==> src/rtl/control_sequencer.sv <==
// -----------------------------------------------------------------------------
// control_sequencer
//   Microcoded control unit for the 8-bit computer. A T-state counter steps
//   through the fetch (T0,T1) and execute (T2..T4) microsteps of every
//   instruction. The control word is a combinational function of opcode,
//   microstep and the Z/C flags; the only state is the step counter and the
//   RUN/HALT state.
//
//   Optional feature (compile-time macro EARLY_END_EN):
//     defined   - STEP returns to 0 right after the last non-empty microstep
//     undefined - every instruction takes exactly STEPS cycles
//
// Ports
//   clk     in   1       system clock, rising edge
//   rst     in   1       asynchronous active-high reset
//   INSTR   in   4       opcode (upper nibble of instruction register)
//   FZ      in   1       zero flag from flag_register
//   FC      in   1       carry flag from flag_register
//   CTRL    out  16      {HLT,MI,RI,RO,IO,II,AI,AO,EO,SU,BI,OI,CE,CO,J,FI}
//   STEP    out  STEP_W  current microstep
//   HALTED  out  1       high while in HALT state
// -----------------------------------------------------------------------------
module control_sequencer #(
  parameter int STEPS  = 5,
  parameter int STEP_W = 3
) (
  input  logic              clk,
  input  logic              rst,
  input  logic [3:0]        INSTR,
  input  logic              FZ,
  input  logic              FC,
  output logic [15:0]       CTRL,
  output logic [STEP_W-1:0] STEP,
  output logic              HALTED
);

  // Control word bit masks
  localparam logic [15:0] C_HLT = 16'h8000;
  localparam logic [15:0] C_MI  = 16'h4000;
  localparam logic [15:0] C_RI  = 16'h2000;
  localparam logic [15:0] C_RO  = 16'h1000;
  localparam logic [15:0] C_IO  = 16'h0800;
  localparam logic [15:0] C_II  = 16'h0400;
  localparam logic [15:0] C_AI  = 16'h0200;
  localparam logic [15:0] C_AO  = 16'h0100;
  localparam logic [15:0] C_EO  = 16'h0080;
  localparam logic [15:0] C_SU  = 16'h0040;
  localparam logic [15:0] C_BI  = 16'h0020;
  localparam logic [15:0] C_OI  = 16'h0010;
  localparam logic [15:0] C_CE  = 16'h0008;
  localparam logic [15:0] C_CO  = 16'h0004;
  localparam logic [15:0] C_J   = 16'h0002;
  localparam logic [15:0] C_FI  = 16'h0001;

  localparam logic [STEP_W-1:0] STEP_LAST = STEP_W'(STEPS - 1);
  localparam logic [STEP_W-1:0] STEP_HLT  = STEP_W'(2);

  typedef enum logic [0:0] {
    S_RUN  = 1'b0,
    S_HALT = 1'b1
  } state_t;

  state_t            state_q;
  logic [STEP_W-1:0] step_q;
  logic [STEP_W-1:0] end_step_s;
  logic [15:0]       ctrl_d;

`ifdef EARLY_END_EN
  // Last non-empty microstep per opcode; undefined opcodes behave as NOP.
  function automatic logic [STEP_W-1:0] last_step(input logic [3:0] op);
    logic [STEP_W-1:0] r;
    case (op)
      4'h1, 4'h4:                      r = STEP_W'(3);
      4'h2, 4'h3:                      r = STEP_W'(4);
      4'h5, 4'h6, 4'h7, 4'h8, 4'hE:    r = STEP_W'(2);
      4'hF:                            r = STEP_LAST; // halts at T2 anyway
      default:                         r = STEP_W'(1);
    endcase
    return r;
  endfunction

  assign end_step_s = last_step(INSTR);
`else
  assign end_step_s = STEP_LAST;
`endif

  // Microcode decode: control word from state, step, opcode and flags
  always_comb begin
    ctrl_d = 16'h0000;
    if (state_q == S_HALT) begin
      ctrl_d = C_HLT;
    end else begin
      case (step_q)
        STEP_W'(0): ctrl_d = C_CO | C_MI;
        STEP_W'(1): ctrl_d = C_RO | C_II | C_CE;
        STEP_W'(2): begin
          case (INSTR)
            4'h1, 4'h2, 4'h3, 4'h4: ctrl_d = C_IO | C_MI;
            4'h5:                   ctrl_d = C_IO | C_AI;
            4'h6:                   ctrl_d = C_IO | C_J;
            4'h7:                   ctrl_d = FC ? (C_IO | C_J) : 16'h0000;
            4'h8:                   ctrl_d = FZ ? (C_IO | C_J) : 16'h0000;
            4'hE:                   ctrl_d = C_AO | C_OI;
            4'hF:                   ctrl_d = C_HLT;
            default:                ctrl_d = 16'h0000;
          endcase
        end
        STEP_W'(3): begin
          case (INSTR)
            4'h1:       ctrl_d = C_RO | C_AI;
            4'h2, 4'h3: ctrl_d = C_RO | C_BI;
            4'h4:       ctrl_d = C_AO | C_RI;
            default:    ctrl_d = 16'h0000;
          endcase
        end
        STEP_W'(4): begin
          case (INSTR)
            4'h2:    ctrl_d = C_EO | C_AI | C_FI;
            4'h3:    ctrl_d = C_EO | C_AI | C_SU | C_FI;
            default: ctrl_d = 16'h0000;
          endcase
        end
        default: ctrl_d = 16'h0000;
      endcase
    end
  end

  // RUN/HALT state machine and microstep counter
  always_ff @(posedge clk or posedge rst) begin
    if (rst) begin
      state_q <= S_RUN;
      step_q  <= '0;
    end else begin
      case (state_q)
        S_RUN: begin
          if ((INSTR == 4'hF) && (step_q == STEP_HLT)) begin
            state_q <= S_HALT;          // step stays frozen at T2
          end else if ((step_q == end_step_s) || (step_q >= STEP_LAST)) begin
            step_q <= '0;
          end else begin
            step_q <= step_q + STEP_W'(1);
          end
        end
        S_HALT: begin
          state_q <= S_HALT;
        end
        default: begin
          state_q <= S_RUN;
          step_q  <= '0;
        end
      endcase
    end
  end

  assign CTRL   = ctrl_d;
  assign STEP   = step_q;
  assign HALTED = (state_q == S_HALT);

endmodule
==> config.mk <==
export PLATFORM = sky130hd
export DESIGN_NAME = control_sequencer
export DESIGN_NICKNAME = d
export VERILOG_FILES = /design/src/rtl/control_sequencer.sv
export SDC_FILE = /design/constraint.sdc
export NUM_CORES = 1
export LEC_CHECK = 0
export CORE_MARGIN = 5
export CORE_UTILIZATION = 25
export CTS_CLUSTER_DIAMETER = 100
export DETAILED_ROUTE_END_ITERATION = 8
export PLACE_DENSITY = 0.5
export SLEW_MARGIN = 0
export SYNTH_ARGS = -nofsm -noshare
export SYNTH_HDL_FRONTEND = slang
export SYNTH_SLANG_ARGS = --single-unit
==> constraint.sdc <==
create_clock -name clk -period 2.65 [get_ports clk]
set_clock_uncertainty 0.1 [all_clocks]
set_input_delay 0.53 -clock clk [delete_from_list [all_inputs] [get_ports clk]]
set_output_delay 0.53 -clock clk [all_outputs]
set_load 0.005 [all_outputs]
==> run metrics <==
initial antenna violation count 0; main combinational cell family by area after synthesis simple AND/OR/NAND/NOR gates; worst-path maximum fanout 5; initial drt markers 4; PD cells 798 nW/um2; vias in the first global route 735; final core occ 0.478; outcome complete, no violations; CP max stage delay 0.38 ns; routed length per instance 12.7 um; post-synthesis sequential area ratio 0.173; core area 2210 um2; CTS tree yes; clk sinks 4; final worst path period need 2.59 ns; Post-Synth Adder-Cell Area 0.108; PnR Total Power 843 uW; final hold slack 0.372 ns; Slowest-stage cell, CP or3_1; crit-path most repeated cell dlygate4sd2_1; largest net degree at the start of global routing 10; first-pass GRT wire length 3090 um; Synth Area per Inst 7.94 um2; crit path capture type output pin; post-synth net total 86; Die Wd 58.1 um; CP Class input port to output pin; data arrival time of the worst path 1.96 ns; via/cell ratio 4.73; H-tree levels 1; Remaining DRCs 0; Clock Root Buffer clkbuf_4; Yosys top cell by area dfrtp_1; unrepaired setup endpoints after global routing false; gr usage total 0.115; Post-synth top cells 8 x nor2_1, 6 x inv_1, 5 x ha_1, 5 x nand2_1; most common cell in the netlist nor2_1; dpl cells 138; Max IR drop VDD 0.517 mV; Reg clk slew, reported paths 0.04 ns; clk buf depth 2; Starting Density 0.262; I/O pin total 28; final-report setup violation count 0; Pleak 0.000505 uW; Tcrit/Tclk final 0.976; Area contributors post-synth dfrtp_1 17%, ha_1 11%, nor2_1 5.2%; ys async rst share 1.00; number of core rows 17; final std cells w/o fill 143; flop and latch count out of synthesis 4; die area 3380 um2; Ys Warns 0; ys flop type dfrtp_1; Simple-Gate Fraction of Synth Area 0.328; Post-Synth XOR/XNOR Area 0; ratio of cells with drive above 1 in the final layout 0.322; Die Span Y 58.1 um; Slew @ Worst Pin 0.227 ns; final wirelength 1820 um; post-synth top area share 0.173; post-synthesis mux area share 0.0432; Final Hold Vio Count 0; synthesized-area fraction occupied by ao, oa, aoi and oai cells 0.229; Worst Hold Class input port to async pin; Clock Latency Late Sink 0.24 ns; iteration count of the initial detailed-routing pass 3; IO Port Bufs 27; total CTS buffers 3; Final Max Slew Viols 0; via count 676; relative slew slack 0.848; DP HPWL 1470 um; antenna viol nets, final 0; crit path cell chain dlygate4sd2_1 -> buf_6 -> buf_12 -> or3_1 -> a41oi_2 -> nor3_1 -> dlygate4sd2_1; synthesized area 579 um2; P&R area growth vs syn 82.5%; Req. time, crit path 2.02 ns; Overflow after GRT 0; maxcap violations 0; fmax 0.387 GHz; Final nets 130; # diodes 0; Syn Inst Count 73; Post-CTS Hold Fix Bufs 0; Routability Congestion 0.748; startpoint types input port; post-synthesis cell type count 40; Post-synth EDFFs 0
[worst paths after layout]
check	from	to	slack [ns]	cells after the start
setup / recovery	INSTR[1]	CTRL[14]	0.06	7
min in group clk	HALTED	STEP[2]	0.50	2
hold / removal	rst	STEP[1]	0.37	2
setup reg to reg	STEP[1]	STEP[0]	1.19	4
hold reg to reg	HALTED	STEP[2]	0.50	2
max in group asynchronous	rst	STEP[2]	1.93	2
[registers in the layout, indices dropped and copies added, names as in the netlist]
register / cells
HALTED: 1
STEP: 3
[layout make-up]
cell class / instances / area [um2]
Clock buffer: 3 / 22.5
Fill cell: 242 / 1150
Inverter: 6 / 22.5
Multi-Input combinational cell: 56 / 460
Sequential cell: 4 / 100
Tap cell: 28 / 35.0
Timing Repair Buffer: 46 / 417
[metrics by stage]
step	TNS (ns)	instance area [um2]	setup WS [ns]
2_1_floorplan	0	579	0.466
3_3_place_gp	-2.57	966	-0.272
3_5_place_dp	-2.64	966	-0.304
4_1_cts	-0.00644	1020	-0.00644
5_1_grt	0	1060	0.00126
6_report	0	1060	0.0638
[critical path: cells and delay by family]
family          cells  cell delay, ns
buf+inv             4            0.79
simple gates        2            0.46
compound gates      1            0.18
[per-layer routing]
layer | vias up | share of wire | track usage
met5 | - | 0 | 0
met4 | 0 | 0.017 | 0.0497
met2 | 20 | 0.50 | 0.216
li1 | 345 | - | -
met3 | 3 | 0.068 | 0.0200
met1 | 308 | 0.41 | 0.125
[cells by family (layout without fill, tap and decap cells)]
kind of cell | count (synthesis) | after routing
buffers and inverters | 13 | 55
AND/OR/NAND/NOR | 33 | 33
AO/OA/AOI/OAI | 16 | 16
flip-flops | 4 | 4
adder cells (fa/ha/maj) | 5 | 5
multiplexers | 2 | 2
[placed cells by master (no fill, tap or decap), types with 2 or more instances in the layout]
cell	Yosys	layout
nor2_1	8	8
buf_4	2	17
and2_1	3	3
nand2b_1	2	2
dlymetal6s2s_1	0	2
nand2_1	5	5
ha_4	0	2
clkdlybuf4s50_1	0	17
nor2b_1	2	2
a21oi_1	2	2
dfrtp_1	4	4
dlygate4sd2_1	0	6
ha_1	5	2
inv_1	6	5
nor3_1	2	2
clkbuf_2	0	2
clkbuf_4	0	3
[what timing repair did]
item | in CTS | in global routing
endpoints found under the setup margin | 13 | 6
hold endpoints to repair | 0 | 0
buffers inserted | 1 | 1
gates resized for setup | 16 | 9
[power by group]
| group | internal (uW) | switching (uW) |
|---|---|---|
| clock network | 50.7 | 25.9 |
| registers | 91.6 | 24.9 |
| logic | 372 | 278 |
Note: power is estimated with default switching activity, not from simulation.
